### config.mk
export PLATFORM = sky130hd
export DESIGN_NAME = gpio_cfg_regbank
export DESIGN_NICKNAME = d
export VERILOG_FILES = /design/src/rtl/gpio_cfg_regbank.sv
export SDC_FILE = /design/constraint.sdc
export NUM_CORES = 1
export LEC_CHECK = 0
export ABC_AREA = 1
export CAP_MARGIN = 25
export CORE_AREA = 2 2 176 92
export DETAILED_ROUTE_END_ITERATION = 8
export DIE_AREA = 0 0 178 94
export RECOVER_POWER = 50
export SLEW_MARGIN = 20
export SYNTH_ARGS = -nofsm -noshare
export SYNTH_HDL_FRONTEND = slang
export SYNTH_SLANG_ARGS = --single-unit
### constraint.sdc
create_clock -name clk -period 2.16 [get_ports clk]
set_clock_uncertainty 0.15 [all_clocks]
set_input_delay 0.432 -clock clk [delete_from_list [all_inputs] [get_ports clk]]
set_output_delay 0.432 -clock clk [all_outputs]
set_load 0.05 [all_outputs]
### src/rtl/gpio_cfg_regbank.sv
// GPIO-driven configuration register bank: resynchronises a PS GPIO word, turns strobe
// rises into byte writes and commits each register atomically on its top-byte write.
// Optional readback port enabled by defining GPIO_CFG_ECHO_EN.
module gpio_cfg_regbank #(
  parameter int unsigned GPIO_W        = 32,
  parameter int unsigned W_CLK_BIT     = 24,
  parameter int unsigned ADDR_LO       = 0,
  parameter int unsigned ADDR_W        = 16,
  parameter int unsigned DATA_LO       = 16,
  parameter int unsigned DATA_W        = 8,
  parameter int unsigned BASE_ADDR     = 0,
  parameter int unsigned NUM_REGS      = 4,
  parameter int unsigned BYTES_PER_REG = 2
) (
  input  logic                              clk,
  input  logic                              rst,
  input  logic [GPIO_W-1:0]                 gpio_in,
  output logic [NUM_REGS*DATA_W*BYTES_PER_REG-1:0] reg_out,
  output logic [NUM_REGS-1:0]               reg_upd,
  output logic                              addr_err
`ifdef GPIO_CFG_ECHO_EN
  ,
  output logic [ADDR_W+DATA_W:0]            gpio_echo
`endif
);

  localparam int unsigned REG_W    = DATA_W * BYTES_PER_REG;
  localparam int unsigned SH_LANES = (BYTES_PER_REG > 1) ? BYTES_PER_REG - 1 : 1;
  localparam int unsigned IDX_W    = (NUM_REGS > 1) ? $clog2(NUM_REGS) : 1;
  localparam int unsigned LANE_W   = (BYTES_PER_REG > 1) ? $clog2(BYTES_PER_REG) : 1;
  localparam longint unsigned WIN_END =
    64'(BASE_ADDR) + 64'(NUM_REGS) * 64'(BYTES_PER_REG);

  if (WIN_END > (64'd1 << ADDR_W)) begin : g_window_wrap
    $error("gpio_cfg_regbank: address window wraps past 2^ADDR_W");
  end
  if (NUM_REGS < 1 || BYTES_PER_REG < 1) begin : g_bad_geometry
    $error("gpio_cfg_regbank: NUM_REGS and BYTES_PER_REG must be >= 1");
  end

  logic [GPIO_W-1:0] s1_q, s2_q;
  logic              s3_q;
  logic              vld1_q, vld2_q;

  logic [NUM_REGS-1:0][SH_LANES-1:0][DATA_W-1:0] shadow_q, shadow_d;
  logic [SH_LANES-1:0][DATA_W-1:0]               shadow_row_s;
  logic [NUM_REGS*REG_W-1:0] reg_out_q, reg_out_d;
  logic [NUM_REGS-1:0]       reg_upd_q, reg_upd_d;
  logic                      addr_err_q, addr_err_d;

  logic              strobe_edge_s;
  logic [ADDR_W-1:0] addr_s, off_s, quot_s, rem_s;
  logic [DATA_W-1:0] data_s;
  logic              in_range_s, top_lane_s;
  logic [IDX_W-1:0]  idx_s;
  logic [LANE_W-1:0] lane_s;
  logic [REG_W-1:0]  commit_val_s;
  logic              unused_s;

  // Two-flop resynchroniser plus strobe history; the history flop stays high until
  // real samples have reached s2, so a strobe already high at reset release never fires.
  always_ff @(posedge clk) begin
    if (!rst) begin
      s1_q   <= '0;
      s2_q   <= '0;
      s3_q   <= 1'b1;
      vld1_q <= 1'b0;
      vld2_q <= 1'b0;
    end else begin
      s1_q   <= gpio_in;
      s2_q   <= s1_q;
      s3_q   <= vld2_q ? s2_q[W_CLK_BIT] : 1'b1;
      vld1_q <= 1'b1;
      vld2_q <= vld1_q;
    end
  end

  assign strobe_edge_s = s2_q[W_CLK_BIT] & ~s3_q;
  assign addr_s        = s2_q[ADDR_LO +: ADDR_W];
  assign data_s        = s2_q[DATA_LO +: DATA_W];
  assign off_s         = addr_s - ADDR_W'(BASE_ADDR);
  assign in_range_s    = (addr_s >= ADDR_W'(BASE_ADDR)) &&
                         ({1'b0, off_s} < (ADDR_W+1)'(NUM_REGS * BYTES_PER_REG));
  assign quot_s        = off_s / ADDR_W'(BYTES_PER_REG);
  assign rem_s         = off_s % ADDR_W'(BYTES_PER_REG);
  assign idx_s         = quot_s[IDX_W-1:0];
  assign lane_s        = rem_s[LANE_W-1:0];
  assign top_lane_s    = (lane_s == LANE_W'(BYTES_PER_REG - 1));
  assign unused_s      = ^{s2_q, quot_s, rem_s};

  // Assemble the commit word from the addressed register's shadow lanes and the new top byte.
  always_comb begin
    shadow_row_s = '0;
    commit_val_s = '0;
    for (int r = 0; r < NUM_REGS; r++) begin
      if (idx_s == IDX_W'(r)) begin
        shadow_row_s = shadow_q[r];
      end else begin
        shadow_row_s = shadow_row_s;
      end
    end
    for (int l = 0; l < BYTES_PER_REG - 1; l++) begin
      commit_val_s[l*DATA_W +: DATA_W] = shadow_row_s[l];
    end
    commit_val_s[(BYTES_PER_REG-1)*DATA_W +: DATA_W] = data_s;
  end

  // Decode one write per strobe edge into a shadow update, a commit or an address error.
  always_comb begin
    shadow_d   = shadow_q;
    reg_out_d  = reg_out_q;
    reg_upd_d  = '0;
    addr_err_d = 1'b0;
    if (strobe_edge_s && !in_range_s) begin
      addr_err_d = 1'b1;
    end else if (strobe_edge_s && top_lane_s) begin
      for (int r = 0; r < NUM_REGS; r++) begin
        if (idx_s == IDX_W'(r)) begin
          reg_out_d[r*REG_W +: REG_W] = commit_val_s;
          reg_upd_d[r]                = 1'b1;
        end else begin
          reg_upd_d[r] = 1'b0;
        end
      end
    end else if (strobe_edge_s) begin
      for (int r = 0; r < NUM_REGS; r++) begin
        for (int l = 0; l < SH_LANES; l++) begin
          if ((idx_s == IDX_W'(r)) && (lane_s == LANE_W'(l))) begin
            shadow_d[r][l] = data_s;
          end else begin
            shadow_d[r][l] = shadow_q[r][l];
          end
        end
      end
    end else begin
      addr_err_d = 1'b0;
    end
  end

  // Bank state and registered outputs.
  always_ff @(posedge clk) begin
    if (!rst) begin
      shadow_q   <= '0;
      reg_out_q  <= '0;
      reg_upd_q  <= '0;
      addr_err_q <= 1'b0;
    end else begin
      shadow_q   <= shadow_d;
      reg_out_q  <= reg_out_d;
      reg_upd_q  <= reg_upd_d;
      addr_err_q <= addr_err_d;
    end
  end

  assign reg_out  = reg_out_q;
  assign reg_upd  = reg_upd_q;
  assign addr_err = addr_err_q;

`ifdef GPIO_CFG_ECHO_EN
  logic [ADDR_W+DATA_W:0] echo_q, echo_d;

  // Readback word: toggle flips on every accepted in-range write.
  always_comb begin
    if (strobe_edge_s && in_range_s) begin
      echo_d = {~echo_q[ADDR_W+DATA_W], addr_s, data_s};
    end else begin
      echo_d = echo_q;
    end
  end

  // Echo register.
  always_ff @(posedge clk) begin
    if (!rst) begin
      echo_q <= '0;
    end else begin
      echo_q <= echo_d;
    end
  end

  assign gpio_echo = echo_q;
`endif

endmodule

* After elaboration in Yosys (flattened, before gate mapping)
Cells that the tools add are included. Widths: inputs -> output; s select.
Storage, ports and cells: bits in registers 154, output and inout bits 69, word-level logic and storage cells 54
Cells by class: order comparisons 2, eq/ne operators 3, multiplexer cells 9, bitwise logic cells 6, reduce and logical (&&, ||, !) cells 19
Operator list (count):
- $mux 8 | 3
- $ge 16x1->1 const B | 1
- $lt 16x4->1 const B | 1
- $reduce_and 4->1 | 4
- $reduce_and 3->1 | 4
- $logic_and 1x1->1 | 7
- $mux 1 | 6
- $not 1->1 | 5
- $eq 2x2->1 const B | 2
- $reduce_or 3->1 | 1
- $eq 2x1->1 const B | 1
- $logic_not 2->1 | 1
- $reduce_and 2->1 | 1
- $and 1x1->1 | 1
- $logic_not 1->1 | 1

* Longest topological paths before layout
depth in word-level cells 6, mapped depth 10

* Least setup slack after synthesis
Ideal clock, no wire load.
kind flip-flop to flip-flop, start register s2_q[14], end register reg_out_q[6], in the netlist reg_out[6], library setup time 113 ps, arrival 1270 ps, path slack 627 ps, stages on the path, launching flop included 9, path through dfxtp_1 > or2_1 > nor2_1 > nand2_2 > nand2_8 > nand3_4 > buf_2 > nor2_1 > nor2_1
Between the ends: word-level cells in the longest chain between the ends 6, elaborated cells on any way between the ends 7
RTL lines:
- start, declared | line 41 | logic [GPIO_W-1:0] s1_q, s2_q;
- start signal, assigned | line 71 | s2_q <= s1_q;
- $ge 16x1->1 or $lt 16x4->1 (tied branches) | line 82, 83
- $logic_and 1x1->1 (*) | line 82 | assign in_range_s = (addr_s >= ADDR_W'(BASE_ADDR)) &&
- $logic_not 1->1 (*) | line 114 | if (strobe_edge_s && !in_range_s) begin
- $logic_and 1x1->1 (*) | line 114
- $not 1->1 (no source line) (*)
- $reduce_and 3->1 (no source line) (*)
- end signal, assigned | line 149 | reg_out_q <= reg_out_d;
- end, declared | line 47 | logic [NUM_REGS*REG_W-1:0] reg_out_q, reg_out_d;
Every way passes the cells marked *; elsewhere a longest branch is shown, timed or not. A chain may end at the register's enable or synchronous reset.

* Final worst setup path
start register reg_out_q[56], in the netlist reg_out[56], end output port reg_out[56]
RTL lines:
- end, declared | line 18 | output logic [NUM_REGS*DATA_W*BYTES_PER_REG-1:0] reg_out,
No word-level cell between the ends.

==> metrics list <==
* Final standard cell count with taps included and fillers excluded: 1,166
* Drt via density: 4.181
- The H-tree was split into 4 levels.
- Post-Syn Nets: 903
- Initial antenna violation count: 0
- Final routed DRC violation total: 0
* Mean Syn Cell Area: 7.022 µm²
- In this run, placement finished with an instance count of 1,135.
- Worst path buffer plus inverter count: 1
* Wire length per cell: 11.94 µm
* Chip height: 94 µm
- The startpoint identified for the worst hold timing path is vld2_q.
- Top library cells by usage in the layout, fill and taps aside: nand2_1 (263), nor2_1 (203), dfxtp_1 (154)
- Relative to the synthesized area, the layout overhead comes to 25.20%.
- Clock latency reported for the late side of the worst-skew pair: 0.41 ns
- In this design, the largest share of critical-path delay is due to buffers and inverters.
- Fill cell total of the finished layout: 1,539
- Total of warnings raised by yosys: 0
* Die outline width: 178 µm
* Pin count of the biggest net entering global routing: 55
* Maximum cell stage delay along the critical path: 0.81 ns
* Hold/Removal Path Class: register to register
* Final setup violating endpoints: 0
* Hold path cells: 1
- Wire length of the first global-routing pass: 22,850 µm
- Number of violations of the max-capacitance limit: 0
- After technology mapping, the gate count stands at 869.
- Half-perimeter wire length after detailed placement: 9376 µm
* Part of the cycle the worst path needs: 98.57%
* R2r startpoint: s2_q[15]
- For this block, the via count after detailed routing is 4,875.
* N_diodes: 0
* Total congestion overflow after global routing: 0
- For the worst setup path, the data required time is 1.58 ns.
* Top achievable clock speed: 469.7 MHz
- Final setup TNS: 0 ns
* Cell leakage power: 0.004708 µW
* Number of clock buffers inserted by TritonCTS: 17
* Kind of end point of the critical path: primary output
- Worst r2r dst: reg_out[16]
* Outcome: finished, final reports clean
- Site Rows: 32
- Traced cell by cell, the critical path runs through clkdlybuf4s50_1.
- WL final: 13,920 µm
- Kind of launch point of the worst setup path: register
* Share of post-route cells with drive strength above 1: 6.965%
- Count of buffers inserted at the top-level ports: 95
- The slowest stage of the critical path belongs to the cell clkdlybuf4s50_1.
- In this run the remaining antenna-violating nets after routing total 0.
- The die covers 0.01673 mm².
- Via count of the first global-routing pass: 4,389
* Min Tclk post-route: 2.129 ns
- The setup path with the least slack is of type register to primary output.
* Unrepaired setup endpoints after global routing: false
- The worst hold path terminates at s3_q.
- Worst Reg-to-Reg Cells: 9
- Synthesis inferred 154 register bits.
- Actual transition at the worst max-transition pin: 1.079 ns
* Max clock buf depth: 2
* Worst IR drop on VDD: 0.5576 mV
* Clock transition time at the flip-flop clock pins of the worst setup and hold paths: 0.06 ns
* Starting density of the core: 40.43%
- The final layout contains 984 nets.
* Critical path arrival: 1.55 ns
- The count of endpoints failing hold in the final timing report is 0.
- After synthesis, the netlist uses 20 different library cells.
- CP max FO: 2
- Area of the mapped netlist: 0.006102 mm²
- Num Clock Sinks: 154
- Power spread over the standard cell area amounts to 800.8 mW/mm².
* Portion of the post-synthesis area used by sequential elements: 50.52%
- The core region is 0.01509 mm².
- In this run, the number of DRC markers left after iteration 0 of detailed routing was 381.
- 103 I/O pins were placed.
- Most common cell after layout, fill and taps aside: nand2_1
- The max-slew violation count was 0.
* Clock tree from TritonCTS: done
- Cell at the root of the clock tree: clkbuf_16
- Flop-to-flop setup slack: 0.24 ns
* Initial DRT Pass Iterations: 5
- Worst slew margin relative to its limit: 28.10%
* Final Wtd Congestion: 0.8249
- Aggregate global-route resource usage: 18.05%
## repair_timing
| action | 4_1_cts | 5_1_grt |
|---|---|---|
| resized for setup | 25 | 31 |
| setup endpoints to repair | 25 | 31 |
| hold buffers | 0 | 0 |
| setup buffers | 0 | 0 |
| cloned | 0 | 0 |
## synth_stat cells (all sizes together)
cell type | count | area [µm²]
nand3 | 10 | 150.1
o22ai | 2 | 12.51
inv | 155 | 581.8
nor3 | 2 | 10.01
o21ai | 21 | 105.1
dfxtp | 154 | 3083
buf | 35 | 252.8
nand2 | 272 | 1060
clkbuf | 9 | 33.78
or2 | 1 | 6.260
nor2 | 207 | 802.0
a21oi | 1 | 5.000
## worst max path at each step
| stage | start | endpoint | slack, ns | cells past startpoint |
|---|---|---|---|---|
| 2_1_floorplan | s2_q[14] | reg_out[6] | 0.63 | 8 |
| 3_3_place_gp | s2_q[6] | reg_out[54] | 0.39 | 8 |
| 3_5_place_dp | reg_out[23] | reg_out[23] | 0.39 | 1 |
| 4_1_cts | reg_out[58] | reg_out[58] | 0.0004 | 1 |
| 5_1_grt | reg_out[62] | reg_out[62] | 0.0001 | 1 |
| 6_report | reg_out[56] | reg_out[56] | 0.03 | 1 |
## report_power, final
part / switching (µW) / internal (µW)
combinational: 128 / 85.9
clock: 1210 / 1770
sequential: 38.1 / 2890
total: 1370 / 4750
## flip-flops by register name, indices dropped and copies added, names as in the netlist
| register | cells |
|---|---|
| s2_q | 25 |
| reg_out | 64 |
| shadow_q | 32 |
| s3_q | 1 |
| s1_q | 25 |
| addr_err | 1 |
| vld2_q | 1 |
| reg_upd | 4 |
| vld1_q | 1 |
## stage by stage
step	setup WS (ns)	utilization, %	power [µW]	hold slack [ns]	area [µm²]
after global routing	0.0001334	50.61	6338	0.2600	7640
after floorplan	0.6271	-	3099	0.2166	6102
final	0.03085	50.61	6118	0.2417	7640
after global placement	0.3886	47.21	3209	0.2244	7127
after CTS	0.0004166	50.93	6198	0.1544	7687
after detailed placement	0.3868	47.21	3211	0.2230	7127
## metal layers
| metal | part of all wire [%] | wire (µm) | track usage [%] |
|---|---|---|---|
| met4 | 0.76 | 106 | 3.893 |
| met2 | 37 | 5210 | 24.26 |
| met5 | 0 | 0 | 0 |
| met1 | 54 | 7472 | 28.03 |
| met3 | 8.1 | 1130 | 4.854 |
## layout make-up
cell class,count,area [µm²],share of cell area [%]
Clock buffer,19,452.9,5.929
Clock inverter,12,138.9,1.818
Inverter,155,581.8,7.615
Multi-Input combinational cell,516,2118,27.73
Sequential cell,154,3083,40.35
Tap cell,204,255.2,3.341
Timing Repair Buffer,106,1010,13.22
## logic make-up after synthesis
| group | count (synthesis) | share of synthesized area [%] |
|---|---|---|
| and+or+nand+nor | 492 | 33.24 |
| DFF | 154 | 50.52 |
| AOI/OAI and AO/OA | 24 | 2.009 |
| buffers and inverters | 199 | 14.23 |
(Power assumes the default switching activity.)
